**config.mk**
```make
export PLATFORM = sky130hd
export DESIGN_NAME = cordic_fm_discriminator_flat
export DESIGN_NICKNAME = d
export VERILOG_FILES = /design/src/rtl/cordic_fm_discriminator_if.sv /design/src/rtl/cordic_fm_discriminator.sv /design/src/flat_wrapper.sv
export SDC_FILE = /design/constraint.sdc
export NUM_CORES = 1
export LEC_CHECK = 0
export CAP_MARGIN = 10
export CELL_PAD_IN_SITES_DETAIL_PLACEMENT = 0
export CELL_PAD_IN_SITES_GLOBAL_PLACEMENT = 1
export CORE_ASPECT_RATIO = 1.1
export CORE_MARGIN = 3
export CORE_UTILIZATION = 39
export CTS_CLUSTER_DIAMETER = 100
export CTS_CLUSTER_SIZE = 40
export DETAILED_ROUTE_END_ITERATION = 10
export GPL_TIMING_DRIVEN = 0
export PLACE_DENSITY_LB_ADDON = 0.1
export SLEW_MARGIN = 10
export SYNTH_ARGS = -nofsm -noshare
export SYNTH_HDL_FRONTEND = slang
export SYNTH_SLANG_ARGS = --single-unit
export TNS_END_PERCENT = 100
```
**constraint.sdc**
```tcl
create_clock -name clk -period 4.1 [get_ports clk]
set_clock_uncertainty 0.1 [all_clocks]
set_input_delay 0.41 -clock clk [delete_from_list [all_inputs] [get_ports clk]]
set_output_delay 0.41 -clock clk [all_outputs]
set_load 0.01 [all_outputs]
```
**src/rtl/cordic_fm_discriminator_if.sv**
```systemverilog
`default_nettype none
// ============================================================================
// Module  : cordic_fm_discriminator_if
// Purpose : Polar sample stream in, decimated frequency estimate out.
// Rev     : 1.0
// ============================================================================
interface cordic_fm_discriminator_if #(
  parameter int W = 7,
  parameter int L = 2
);
  logic                  in_valid;
  logic [W:0]            r;
  logic signed [W+1:0]   phi;
  logic signed [W+L+1:0] freq;
  logic                  out_valid;
  logic                  squelch;

  modport master (
    output in_valid, r, phi,
    input  freq, out_valid, squelch
  );

  modport slave (
    input  in_valid, r, phi,
    output freq, out_valid, squelch
  );
endinterface
`default_nettype wire

```
**src/rtl/cordic_fm_discriminator.sv**
```systemverilog
`default_nettype none
// ============================================================================
// Module  : cordic_fm_discriminator
// Purpose : Wrapped phase-difference accumulator over 2^L samples, with squelch.
// Rev     : 1.0
// ============================================================================
module cordic_fm_discriminator #(
  parameter int W    = 7,
  parameter int L    = 2,
  parameter int RMIN = 8
) (
  input  wire logic                 clk,
  input  wire logic                 reset_n,
  input  wire logic                 clr,
  cordic_fm_discriminator_if.slave  bus
);

  localparam logic signed [W+2:0] C_P180 = (W+3)'(180);
  localparam logic signed [W+2:0] C_N180 = -C_P180;
  localparam logic signed [W+2:0] C_360  = (W+3)'(360);
  localparam logic [W:0]          C_RMIN = (W+1)'(RMIN);

  typedef enum logic [0:0] {
    ST_PRIME = 1'b0,
    ST_RUN   = 1'b1
  } state_t;

  state_t                r_state;
  logic signed [W+1:0]   r_prev_phi;
  logic [L-1:0]          r_count;
  logic signed [W+L+1:0] r_acc;
  logic signed [W+L+1:0] r_freq;
  logic                  r_sq_acc;
  logic                  r_squelch;
  logic                  r_out_valid;

  logic                  w_good;
  logic                  w_last;
  logic signed [W+2:0]   w_raw;
  logic signed [W+1:0]   w_d;
  logic signed [W+L+1:0] w_sum;

  assign w_good = (bus.r >= C_RMIN);
  assign w_last = (r_count == {L{1'b1}});
  assign w_raw  = {bus.phi[W+1], bus.phi} - {r_prev_phi[W+1], r_prev_phi};

  // Only a good sample with a held reference yields a nonzero difference;
  // +/-180 exactly are left as-is.
  always_comb begin
    w_d = '0;
    if (w_good && (r_state == ST_RUN)) begin
      if (w_raw > C_P180)
        w_d = (W+2)'(w_raw - C_360);
      else if (w_raw < C_N180)
        w_d = (W+2)'(w_raw + C_360);
      else
        w_d = (W+2)'(w_raw);
    end
  end

  assign w_sum = r_acc + {{L{w_d[W+1]}}, w_d};

  always_ff @(posedge clk or negedge reset_n) begin
    if (!reset_n) begin
      r_state     <= ST_PRIME;
      r_prev_phi  <= '0;
      r_count     <= '0;
      r_acc       <= '0;
      r_freq      <= '0;
      r_sq_acc    <= 1'b0;
      r_squelch   <= 1'b0;
      r_out_valid <= 1'b0;
    end else begin
      r_out_valid <= 1'b0;
      if (clr) begin
        r_count  <= '0;
        r_acc    <= '0;
        r_sq_acc <= 1'b0;
        r_state  <= ST_PRIME;
      end else if (bus.in_valid) begin
        // A squelched sample drops the reference; the next good one re-primes.
        if (w_good) begin
          r_prev_phi <= bus.phi;
          r_state    <= ST_RUN;
        end else begin
          r_state    <= ST_PRIME;
        end
        if (w_last) begin
          r_freq      <= w_sum;
          r_squelch   <= r_sq_acc | ~w_good;
          r_out_valid <= 1'b1;
          r_acc       <= '0;
          r_sq_acc    <= 1'b0;
          r_count     <= '0;
        end else begin
          r_acc       <= w_sum;
          r_sq_acc    <= r_sq_acc | ~w_good;
          r_count     <= r_count + L'(1);
        end
      end
    end
  end

  assign bus.freq      = r_freq;
  assign bus.out_valid = r_out_valid;
  assign bus.squelch   = r_squelch;

endmodule
`default_nettype wire

```
**src/flat_wrapper.sv**
```systemverilog
// flat-port wrapper written by rule: the top's interface ports become plain ports
module cordic_fm_discriminator_flat 
#(
  parameter int W    = 7,
  parameter int L    = 2,
  parameter int RMIN = 8
)
  (clk, reset_n, clr, bus_in_valid, bus_r, bus_phi, bus_freq, bus_out_valid, bus_squelch);
  cordic_fm_discriminator_if #(.W(W), .L(L)) bus_i ();
  input  wire logic clk;
  input  wire logic reset_n;
  input  wire logic clr;
  input wire logic [$bits(bus_i.in_valid)-1:0] bus_in_valid;
  input wire logic [$bits(bus_i.r)-1:0] bus_r;
  input wire logic [$bits(bus_i.phi)-1:0] bus_phi;
  output wire logic [$bits(bus_i.freq)-1:0] bus_freq;
  output wire logic [$bits(bus_i.out_valid)-1:0] bus_out_valid;
  output wire logic [$bits(bus_i.squelch)-1:0] bus_squelch;
  assign bus_i.in_valid = bus_in_valid;
  assign bus_i.r = bus_r;
  assign bus_i.phi = bus_phi;
  assign bus_freq = bus_i.freq;
  assign bus_out_valid = bus_i.out_valid;
  assign bus_squelch = bus_i.squelch;
  cordic_fm_discriminator #(.W(W), .L(L), .RMIN(RMIN)) u_core (.clk(clk), .reset_n(reset_n), .clr(clr), .bus(bus_i));
endmodule
```
==> impl_metrics.yaml <==
outcome:
  outcome: "finished, violations left"
  failed_checks: "negative setup slack"
cts:
  cts_tree: "done"
  cts_max_level: 2
  insertion_delay_ns: 0.29
  clock_path_buffers: 2
  ctsRootBufferMaster: "clkbuf_8"
  clock_sinks: 37
  cts_inserted_buffers: 5
  cts.clk_slew.worst_paths_ns: 0.08
place:
  dp_hpwl_um: 5060
  gp_congestion: 0.785
  place_area_um2: 3410
  dp.cells: 434
  port_buffers: 29
logic_synthesis:
  synth_top_family_by_area: "compound AO/OA/AOI/OAI gates"
  synth-simple-area-share: 0.186
  async_reset_ff_frac: 1.00
  synthTopCellsByArea: "dfrtp_1 32%, ha_1 10%, nand2_1 4.4%"
  synth-main-ff-cell: "dfrtp_1"
  synthXorXnorAreaFrac: 0.0448
  syn_inst: 319
  syn_area_um2: 2910
  synth_top_area_share: 0.319
  synth_edf_count: 0
  synth_compound_area_frac: 0.225
  yosysWarnings: 0
  yosysSeqAreaShare: 0.319
  yosysTopAreaCell: "dfrtp_1"
  synthMuxAreaShare: 0.0529
  synth.avg_cell_area_um2: 9.11
  ys_seq_elements: 37
  synth_cell_type_count: 63
  synth_fa_ha_area_frac: 0.117
  syn_nets: 366
detailed_routing:
  vias_per_cell: 5.34
  drt_iter0_drc: 63
  vias: 2520
  ant_nets: 0
  wire_per_inst_um: 14.9
  drt-total-wl_um: 7020
  post-route-drc-count: 0
  firstDrtPassIters: 4
floorplanning:
  die_h_um: 96.5
  io_pins: 34
  coreArea_um2: 7130
  die_area_um2: 8530
  dieWidth_um: 88.3
  floorplan.initialDensity: 0.408
  rows: 32
global_routing:
  antenna_found_initial: 0
  grt_util_all_layers: 0.174
  grt_max_degree: 31
  gr-total-overflow: 0
  grt_pass1_wl_um: 11800
  grt_pass1_vias: 2516
finish:
  final_util: 0.551
  nNetsFinal: 433
  layout_common_cells: "37 x dfrtp_1, 34 x nand2_1, 28 x buf_4"
  drive_gt1_frac: 0.289
  final_common_cell: "dfrtp_1"
  final_cell_area_um2: 3930
  antenna-diode-count: 0
  layoutNonFillerInstCount: 472
  syn_to_final_growth_pct: 35.2
  fillers: 660
sta:
  final.setup.worst_slack_ns: -0.204
  setup_viol: 4
  min_period_over_period: 1.05
  rsz0062_at_grt: "yes"
  fin_tns_setup_ns: -0.456
  max_freq_ghz: 0.232
  slew_headroom: 0.557
  tightestPinTransition_ns: 0.662
  slew_viol_final: 0
  hold_viol: 0
  fin_crit_ns: 4.30
critical_path:
  worst_ep_required_time_ns: 4.14
  crit_arrival_ns: 4.35
  timing_worst_setup_path_type: "flop to flop"
  start_kind: "flop"
  worstSetupEndpointType: "flop"
  crit_fanout: 6
run:
  maxCapViolCount: 0
pwr:
  report.power.total_mw: 1.95
  vdd_drop_max_v: 0.000189
  cellPowerDensity_nw_per_um2: 496
  power.leakage_nw: 1.73
hold_path:
  hold_class: "primary input to flop"
per-layer routing:
layer / part of all wire / up-vias / routed length, um / GRT usage
met4: 0.0070 / 0 / 49 / 0.0390
met1: 0.47 / 1219 / 3270 / 0.225
met3: 0.028 / 5 / 197 / 0.0288
li1: - / 1261 / - / -
met2: 0.50 / 35 / 3500 / 0.305
met5: 0 / - / 0 / 0
layout make-up:
type | instances | area, um^2 | share of cell area
multi-input combinational | 248 | 2070 | 0.527
clock inverter | 2 | 38.8 | 0.00987
clock buffer | 6 | 72.6 | 0.0185
tap | 85 | 106 | 0.0271
timing repair buffer | 60 | 531 | 0.135
inverter | 22 | 95.1 | 0.0242
buffer | 12 | 87.6 | 0.0223
sequential | 37 | 926 | 0.236
logic make-up (layout without fill, tap and decap cells):
group	after synthesis	in the layout
flops	37	37
buf+inv	34	102
compound gates	85	85
fa+ha+maj	26	26
xor+xnor	14	14
simple gates	109	109
mux	14	14
worst max-delay path, stage by stage (launching register included):
cell,delay [ns]
dfrtp_1,0.39
ha_4,0.14
inv_2,0.03
fa_2,0.40
a211oi_4,0.26
nor2_2,0.10
xor2_4,0.18
o31ai_4,0.32
a21oi_4,0.16
nor2_4,0.15
mux2_4,0.32
a21oi_4,0.17
ha_4,0.22
nand2_1,0.08
o21ai_2,0.07
o41a_1,0.39
a311oi_2,0.41
nand3b_1,0.15
o221ai_1,0.11
final timing paths:
kind | start | endpoint | slack [ns] | depth (start not counted)
setup / recovery | u_core.r_prev_phi[0]$_DFFE_PN0P_ | u_core.r_acc[10]$_DFFE_PN0P_ | -0.20 | 18
hold / removal | bus_phi[0] | u_core.r_prev_phi[0]$_DFFE_PN0P_ | 0.34 | 3
setup reg to reg | u_core.r_prev_phi[0]$_DFFE_PN0P_ | u_core.r_acc[10]$_DFFE_PN0P_ | -0.20 | 18
hold reg to reg | u_core.bus.freq[8]$_DFFE_PN0P_ | u_core.bus.freq[8]$_DFFE_PN0P_ | 0.39 | 2
max in group asynchronous | reset_n | u_core.r_prev_phi[2]$_DFFE_PN0P_ | 3.06 | 3
min in group asynchronous | reset_n | u_core.r_acc[7]$_DFFE_PN0P_ | 0.40 | 2
registers in the layout, indices dropped and copies added, names as in the netlist:
name and flops:
u_core.r_count 2, u_core.r_sq_acc 1, u_core.r_acc 11, u_core.bus.out_valid 1, u_core.r_prev_phi 9, u_core.bus.freq 11
u_core.r_state 1, u_core.bus.squelch 1
what timing repair did:
action                     CTS  global route
pin swaps                   29             6
cloned                       0             0
setup buffers               24             5
hold endpoints to repair     7             0
gates resized for setup     26            16
hold buffers                 1             0
setup endpoints to repair   12             8
cell usage after synthesis, drive strengths merged, types with 7 or more instances:
master and instances:
dfrtp 37, nand2 35, nor2 31, o21ai 25
ha 24, inv 22, a21oi 16, mux2 11
nand2b 9, xnor2 8, and2 7, nor3 7
power by group:
part	switching, mW	internal (mW)
clock	0.146	0.183
combinational	0.597	0.558
sequential	0.0389	0.427
per-stage QoR:
| step | setup slack [ns] | hold WS, ns |
|---|---|---|
| 5_1_grt | -0.406 | 0.349 |
| 6_report | -0.204 | 0.340 |
| 3_3_place_gp | -1.03 | 0.365 |
| 4_1_cts | -0.123 | 0.335 |
| 3_5_place_dp | -1.07 | 0.193 |
| 2_1_floorplan | -0.0797 | 0.0144 |
No activity file was read; power rests on OpenSTA's default activity.
